$ cat config.mk
export PLATFORM = sky130hd
export DESIGN_NAME = bus_scheduler
export DESIGN_NICKNAME = d
export VERILOG_FILES = /design/src/rtl/bus_scheduler.sv
export SDC_FILE = /design/constraint.sdc
export NUM_CORES = 1
export LEC_CHECK = 0
export ABC_AREA = 1
export BUFFER_PORTS_ARGS = -buffer_cell sky130_fd_sc_hd__buf_2
export CORE_MARGIN = 2
export CORE_UTILIZATION = 54
export CTS_CLUSTER_SIZE = 24
export DETAILED_ROUTE_END_ITERATION = 10
export MAX_ROUTING_LAYER = met4
export PLACE_DENSITY = 0.79
export SYNTH_ARGS = -nofsm -noshare
export SYNTH_HDL_FRONTEND = slang
export SYNTH_SLANG_ARGS = --single-unit
export TNS_END_PERCENT = 30
$ cat constraint.sdc
create_clock -name clk -period 1.5 [get_ports clk]
set_input_delay 0.45 -clock clk [delete_from_list [all_inputs] [get_ports clk]]
set_output_delay 0.45 -clock clk [all_outputs]
set_load 0.02 [all_outputs]
$ cat src/rtl/bus_scheduler.sv
// bus_scheduler
//   Shares the external bus arbiter between three requesters (instruction
//   fetch, data read, data write). One transaction is in flight at a time:
//   the winner's opcode is issued, held until the arbiter reports done (or
//   the watchdog expires), and then the winner is acknowledged.
//
// Ports
//   clk          system clock, all state on the rising edge
//   reset        asynchronous, active-low reset
//   fetch_req    fetch request (level, held until fetch_ack)
//   rd_req       data read request (level, held until rd_ack)
//   wr_req       data write request (level, held until wr_ack)
//   fetch_ack    one-cycle completion pulse to the fetch requester
//   rd_ack       one-cycle completion pulse to the read requester
//   wr_ack       one-cycle completion pulse to the write requester
//   bus_request  request strobe to the arbiter (restarts its step counter)
//   bus_opcode   FETCH=8 / DRD=9 / DWR=10 while a transaction is open, else 0
//   bus_done     arbiter done (combinational on the arbiter side)
//   busy         high while issuing or waiting on the arbiter
//   timeout_err  one-cycle pulse when the watchdog aborts a transaction
//
// Every output is a decode of registered state, so no input reaches an
// output combinationally.
module bus_scheduler #(
    parameter int TIMEOUT = 64,
    parameter int STARVE  = 4
) (
    input  logic       clk,
    input  logic       reset,
    input  logic       fetch_req,
    input  logic       rd_req,
    input  logic       wr_req,
    output logic       fetch_ack,
    output logic       rd_ack,
    output logic       wr_ack,
    output logic       bus_request,
    output logic [3:0] bus_opcode,
    input  logic       bus_done,
    output logic       busy,
    output logic       timeout_err
);

    localparam int WD_W = $clog2(TIMEOUT);
    localparam int SC_W = $clog2(STARVE + 1);

    localparam logic [3:0] OP_FETCH = 4'd8;
    localparam logic [3:0] OP_DRD   = 4'd9;
    localparam logic [3:0] OP_DWR   = 4'd10;

    typedef enum logic [1:0] {
        IDLE     = 2'd0,
        ISSUE    = 2'd1,
        WAIT     = 2'd2,
        COMPLETE = 2'd3
    } state_t;

    typedef enum logic [1:0] {
        GNT_NONE  = 2'd0,
        GNT_FETCH = 2'd1,
        GNT_RD    = 2'd2,
        GNT_WR    = 2'd3
    } grant_t;

    state_t           state_q, state_d;
    grant_t           grant_q, grant_d;
    logic [WD_W-1:0]  wd_q, wd_d;
    logic             abort_q, abort_d;
    logic [SC_W-1:0]  starve_cnt, starve_d;

    logic             starve_full;
    assign starve_full = (starve_cnt == SC_W'(STARVE));

    always_ff @(posedge clk or negedge reset) begin
        if (!reset) begin
            state_q    <= IDLE;
            grant_q    <= GNT_NONE;
            wd_q       <= '0;
            abort_q    <= 1'b0;
            starve_cnt <= '0;
        end else begin
            state_q    <= state_d;
            grant_q    <= grant_d;
            wd_q       <= wd_d;
            abort_q    <= abort_d;
            starve_cnt <= starve_d;
        end
    end

    always_comb begin
        state_d  = state_q;
        grant_d  = grant_q;
        wd_d     = wd_q;
        abort_d  = abort_q;
        starve_d = starve_cnt;

        unique case (state_q)
            IDLE: begin
                // A fetch that is not pending cannot be starving.
                if (!fetch_req) begin
                    starve_d = '0;
                end

                if (fetch_req && starve_full) begin
                    // Promoted fetch overrides the fixed wr > rd > fetch order.
                    grant_d  = GNT_FETCH;
                    starve_d = '0;
                    state_d  = ISSUE;
                end else if (wr_req || rd_req) begin
                    grant_d = wr_req ? GNT_WR : GNT_RD;
                    if (fetch_req && !starve_full) begin
                        starve_d = starve_cnt + 1'b1;
                    end
                    state_d = ISSUE;
                end else if (fetch_req) begin
                    grant_d  = GNT_FETCH;
                    starve_d = '0;
                    state_d  = ISSUE;
                end

                if (state_d == ISSUE) begin
                    abort_d = 1'b0;
                end
            end

            ISSUE: begin
                // bus_done may still reflect the previous operation's step
                // count here, so it is deliberately not looked at.
                wd_d    = '0;
                state_d = WAIT;
            end

            WAIT: begin
                if (bus_done) begin
                    state_d = COMPLETE;
                end else if (wd_q == WD_W'(TIMEOUT - 1)) begin
                    abort_d = 1'b1;
                    state_d = COMPLETE;
                end else begin
                    wd_d = wd_q + 1'b1;
                end
            end

            COMPLETE: begin
                state_d = IDLE;
            end

            default: begin
                state_d = IDLE;
            end
        endcase
    end

    // Output decode from registered state only.
    assign bus_request = (state_q == ISSUE);
    assign busy        = (state_q == ISSUE) || (state_q == WAIT);
    assign fetch_ack   = (state_q == COMPLETE) && (grant_q == GNT_FETCH);
    assign rd_ack      = (state_q == COMPLETE) && (grant_q == GNT_RD);
    assign wr_ack      = (state_q == COMPLETE) && (grant_q == GNT_WR);
    assign timeout_err = (state_q == COMPLETE) && abort_q;

    always_comb begin
        bus_opcode = 4'd0;
        if (busy) begin
            unique case (grant_q)
                GNT_FETCH: bus_opcode = OP_FETCH;
                GNT_RD:    bus_opcode = OP_DRD;
                GNT_WR:    bus_opcode = OP_DWR;
                default:   bus_opcode = 4'd0;
            endcase
        end
    end

endmodule

# Word level (Yosys, flattened, before mapping)
# Cells that the tools add are included.
[op_classes]
n_addsub = 2
eq_ne = 14
mux = 25
reduce_logical = 16
[op_table]
columns = ["cell", "count"]
rows = [
  ["$mux W2", 9],
  ["$mux W3", 5],
  ["$mux W6", 2],
  ["$pmux W4 S3", 1],
  ["$pmux W6 S2", 1],
  ["$eq A2 B2 Y1 const B", 4],
  ["$ne A2 B2 Y1 const B", 4],
  ["$pmux W2 S4", 1],
  ["$add A6 B1 Y6 const B", 1],
  ["$eq A2 B1 Y1 const B", 3],
  ["$eq A6 B6 Y1 const B", 1],
  ["$logic_and A1 B1 Y1", 6],
  ["$mux W1", 4],
  ["$mux W4", 1],
  ["$reduce_and A4 Y1", 1],
  ["$reduce_bool A2 Y1", 2],
  ["$add A3 B1 Y3 const B", 1],
  ["$eq A3 B3 Y1 const B", 1],
  ["$ne A3 B3 Y1 const B", 1],
  ["$reduce_and A3 Y1", 1],
  ["$reduce_bool A3 Y1", 1],
  ["$logic_not A2 Y1", 1],
  ["$logic_or A1 B1 Y1", 2],
  ["$pmux W1 S2", 1],
  ["2 further kinds", 2],
]
[totals]
regBits = 14
in_bits = 6
output_inout_bits = 10
wordCells = 62

# Depth between registers and ports, before layout
[depth]
word_depth = 7
mapped_depth = 8
mapped_depth_nobuf = 8

# Least setup slack after synthesis
# No wires, ideal clock.
[synth_timing]
path_type = "flip-flop to output port"
start = "reg state_q[0]"
end = "out bus_opcode[1]"
t_arrival_ns = 1.509
required_ns = 1.050
slack_ns = -0.459
path_stages_with_launch = 5
n_path_buf = 0
path_cell_list = "dfrtp_1 inv_1 ha_1 inv_1 nor3_1"
[synth_between]
elab_chain_cells = 3
elab_cells_between_ends = 4
cone_classes = "eq/ne (2); mux (1); reduce/logical (1)"
[synth_lines]
columns = ["item", "line", "rtl"]
rows = [
  ["start, declared", "64", "state_t state_q, state_d;"],
  ["start signal, assigned", "81", "state_q <= state_d;"],
  ["$eq A2 B1 Y1 / $eq A2 B2 Y1 (equally long branches)", "155", "assign busy = (state_q == ISSUE) || (state_q == WAIT);"],
  ["$logic_or A1 B1 Y1 *", "155", ""],
  ["named net busy", "39", "output logic busy,"],
  ["$mux W4 *", "163", "if (busy) begin"],
  ["end, declared", "37", "output logic [3:0] bus_opcode,"],
]
# The timed path passes the listed nets; every way through them passes the cells marked *.

# Worst setup path in the final report
[layout_timing]
start = "reg state_q[1]"
end = "out bus_opcode[1]"
[layout_between]
elab_chain_cells = 3
elab_cells_between_ends = 4
cone_classes = "eq/ne (2); mux (1); reduce/logical (1)"
[layout_lines]
columns = ["item", "line"]
rows = [
  ["$eq A2 B1 Y1 / $eq A2 B2 Y1 (equally long branches)", "155"],
  ["$logic_or A1 B1 Y1 *", "155"],
  ["$mux W4 *", "163"],
]
# Mark *: on every way between the ends. The rest lies on a longest branch, timed or not.

==> flow_summary_export.csv <==
group,metric,value,unit
status,status,"finished, violations left",
status,violations,"negative setup slack",
setup_path,cp_data_required_time,1.05,ns
clock_network,htree_levels,1,
synthesis,synth_cells,124,
synthesis,yosysWarnings,0,
global_routing,grtUsageTotal,0.228,
flow_run,max_cap_violations,0,
synthesis,yosys-top-cells-area,"dfrtp_1, nand2_1, ha_1, inv_1, o21ai_0",
synthesis,synth_commonest_cells,"nand2_1, inv_1, dfrtp_1",
die,start_util,0.595,
pwr,power.internal,1.26,mW
route,first_pass_iters,4,
setup_path,critPathTopFamily,"flip-flops",
clock_network,clkSinkCount,14,
synthesis,synthSimpleGateAreaFrac,0.296,
setup_path,crit_buf_inv,3,
sta,setup_viol,9,
synthesis,synth_largest_area_cell,"dfrtp_1",
setup_path,end_kind,"primary output",
route,wl_per_cell,12.2,um
setup_path,critPathMaxStageDelay,0.38,ns
route,route.top_layer_used,"met4",
clock_network,tritoncts,"built",
setup_path,critPathSlowestCell,"dfrtp_1",
synthesis,synth_top_family_by_area,"simple AND/OR/NAND/NOR gates",
clock_network,root_buffer,"clkbuf_4",
route,dr_total_vias,900,
clock_network,clkTransAtPathRegs,0.08,ns
finish,area_growth,28.6,%
die,chipHeight,45.4,um
global_routing,grt_max_degree,15,
synthesis,yosysTopAreaCellShare,0.378,
clock_network,clkLatencyLatePin,0.28,ns
route,drt_iter0_drc,12,
setup_path,worstPathCellList,"inv_2 -> ha_4 -> inv_4 -> nor3_4 -> buf_6",
pwr,pwr-share-seq,0.234,
route,dr_wl_met2,966,um
die,pin_count,16,
global_routing,antenna_found_initial,0,
finish,n_antenna_cell,0,
die,die_area,2060,um^2
pwr,combPwrFrac,0.678,
synthesis,synth-edff-count,0,
sta,rsz0062_at_grt,"true",
synthesis,ys_types,22,
route,wl_met1,911,um
synthesis,synthMuxAreaShare,0.0108,
synthesis,synth_adder_area_share,0.108,
place,gp_congestion,0.791,
finish,stdcell_count,164,
synthesis,synthArstFlopShare,1.00,
pwr,swShare,0.466,
sta,whs,0.0615,ns
place,dp_hpwl,1520,um
finish,layout-drive-gt1-share,0.297,
route,drc,0,
route,totalWireLength,2000,um
synthesis,syn_area_per_cell,7.48,um^2
pwr,finalPower,2.36,mW
pwr,p_leak,0.593,nW
synthesis,post-synth-top-count-cell,"nand2_1",
sta,fmax,573,MHz
clock_network,cts_made_buffers,3,
synthesis,syn-num-nets,138,
finish,nFillCells,117,
sta,drv_slew,0,
place,place_inst,160,
sta,finalWorstSetupSlack,-0.244,ns
synthesis,syn-cell-area,927,um^2
setup_path,cp.arrival,1.29,ns
pwr,pwr-share-clk,0.088,
sta,final-hold-violation-count,0,
synthesis,ys.flop_type,"dfrtp_1",
finish,num-nets-final,164,
route,vias_per_cell,5.49,
place,port_buffers,14,
pwr,peakVddDrop,1180,uV
setup_path,critical_path.max_fanout,3,
hold_path,worst_hold_path_type,"primary input to async pin",
place,place_ws,-0.0118,ns
global_routing,grt_pass1_wl,3280,um
pwr,power.net_switching,1.10,mW
pwr,p_per_area,1980,nW/um^2
synthesis,ys_seq_area_frac,0.378,
global_routing,grt_pass1_vias,808,
sta,period_share,1.16,
synthesis,synth_compound_area_frac,0.115,
die,coreArea,1560,um^2
route,met3_length,84,um
clock_network,clockBufferDepth,2,
global_routing,overflow,0,
setup_path,critPathKind,"register to primary output",
route,drt.antenna.violating_nets,0,
synthesis,synth_xor_area_frac,0,
sta,layout_min_cycle_time,1.74,ns
die,fp-row-count,14,
die,die_w,45.4,um
synthesis,ys_ff_latch,14,
setup_path,start_kind,"register",
sta,clock_skew,0.00579,ns
## logic make-up after synthesis
logic type               count (synthesis)
buffers and inverters                   19
flip-flops                              14
other                                    1
AO/OA/AOI/OAI                           20
AND/OR/NAND/NOR                         61
adder cells (fa/ha/maj)                  8
multiplexers                             1
## worst reg2reg max path, stage by stage (launching register included)
cell and delay [ns]:
dfrtp_1 0.40, inv_2 0.08, buf_4 0.12, ha_2 0.22, inv_2 0.07, nor2_1 0.09
nand2_1 0.10, o211ai_1 0.09, o21ai_0 0.13
## routing by layer
layer  track usage  vias to the layer above
li1              -                      460
met1         0.281                      411
met2         0.355                       21
met3        0.0635                        8
met4        0.0824                        0
met5             -                        -
## metrics by stage
stage	cell area (um^2)	utilization	TNS, ns
global placement	1100	0.708	0
global route	1190	0.765	-2.57
detailed placement	1100	0.708	-0.0118
CTS	1180	0.754	-1.99
floorplan	968	-	-0.104
finish	1190	0.765	-1.99
## cells in the final DEF (no fill, tap or decap), types with 2 or more instances in the layout
cell      count
a21oi_1       5
buf_2         9
buf_4        10
buf_6         5
clkbuf_4      3
dfrtp_1      14
ha_1          3
ha_2          3
ha_4          2
inv_1        11
inv_2         4
nand2_1      34
nand3_1       9
nand3b_1      2
nor2_1        6
nor3_1        3
nor3_4        2
o21ai_0       9
o21ai_1       2
## timing repair
| action | 4_1_cts | 5_1_grt |
|---|---|---|
| pin swaps | 2 | 2 |
| hold buffers | 0 | 0 |
| setup endpoints to repair | 10 | 19 |
| setup buffers | 1 | 0 |
| gates resized for setup | 14 | 6 |
## registers in the layout (all words and copies together), names as in the netlist
register,flops
wd_q,6
starve_cnt,3
grant_q,2
state_q,2
abort_q,1
## power by group through the flow
| stage | logic (mW) | clock network, mW | registers, mW |
|---|---|---|---|
| final | 1.60 | 0.208 | 0.551 |
| after global routing | 1.75 | 0.233 | 0.561 |
| after CTS | 1.54 | 0.218 | 0.548 |
| after detailed placement | 1.37 | 0 | 0.556 |
| after global placement | 1.33 | 0 | 0.547 |
| after floorplan | 0.997 | 0 | 0.556 |
## worst paths after layout
kind                            start       endpoint  slack [ns]  cells after the start
max                        state_q[1]  bus_opcode[1]       -0.24                      5
max in group asynchronous       reset  starve_cnt[2]        1.18                      1
min in group clk              abort_q        abort_q        0.48                      2
max reg2reg                state_q[0]     state_q[1]        0.08                      8
min reg2reg                   abort_q        abort_q        0.48                      2
min                             reset     state_q[0]        0.06                      1
## layout make-up
| type | instances | area (um^2) | area share |
|---|---|---|---|
| multi-input combinational | 91 | 561 | 0.470 |
| sequential | 14 | 350 | 0.294 |
| timing repair buffer | 24 | 176 | 0.148 |
| clock buffer | 3 | 22.5 | 0.0189 |
| tap | 16 | 20.0 | 0.0168 |
| inverter | 16 | 62.6 | 0.0525 |
Note: power is estimated with default switching activity, not from simulation.
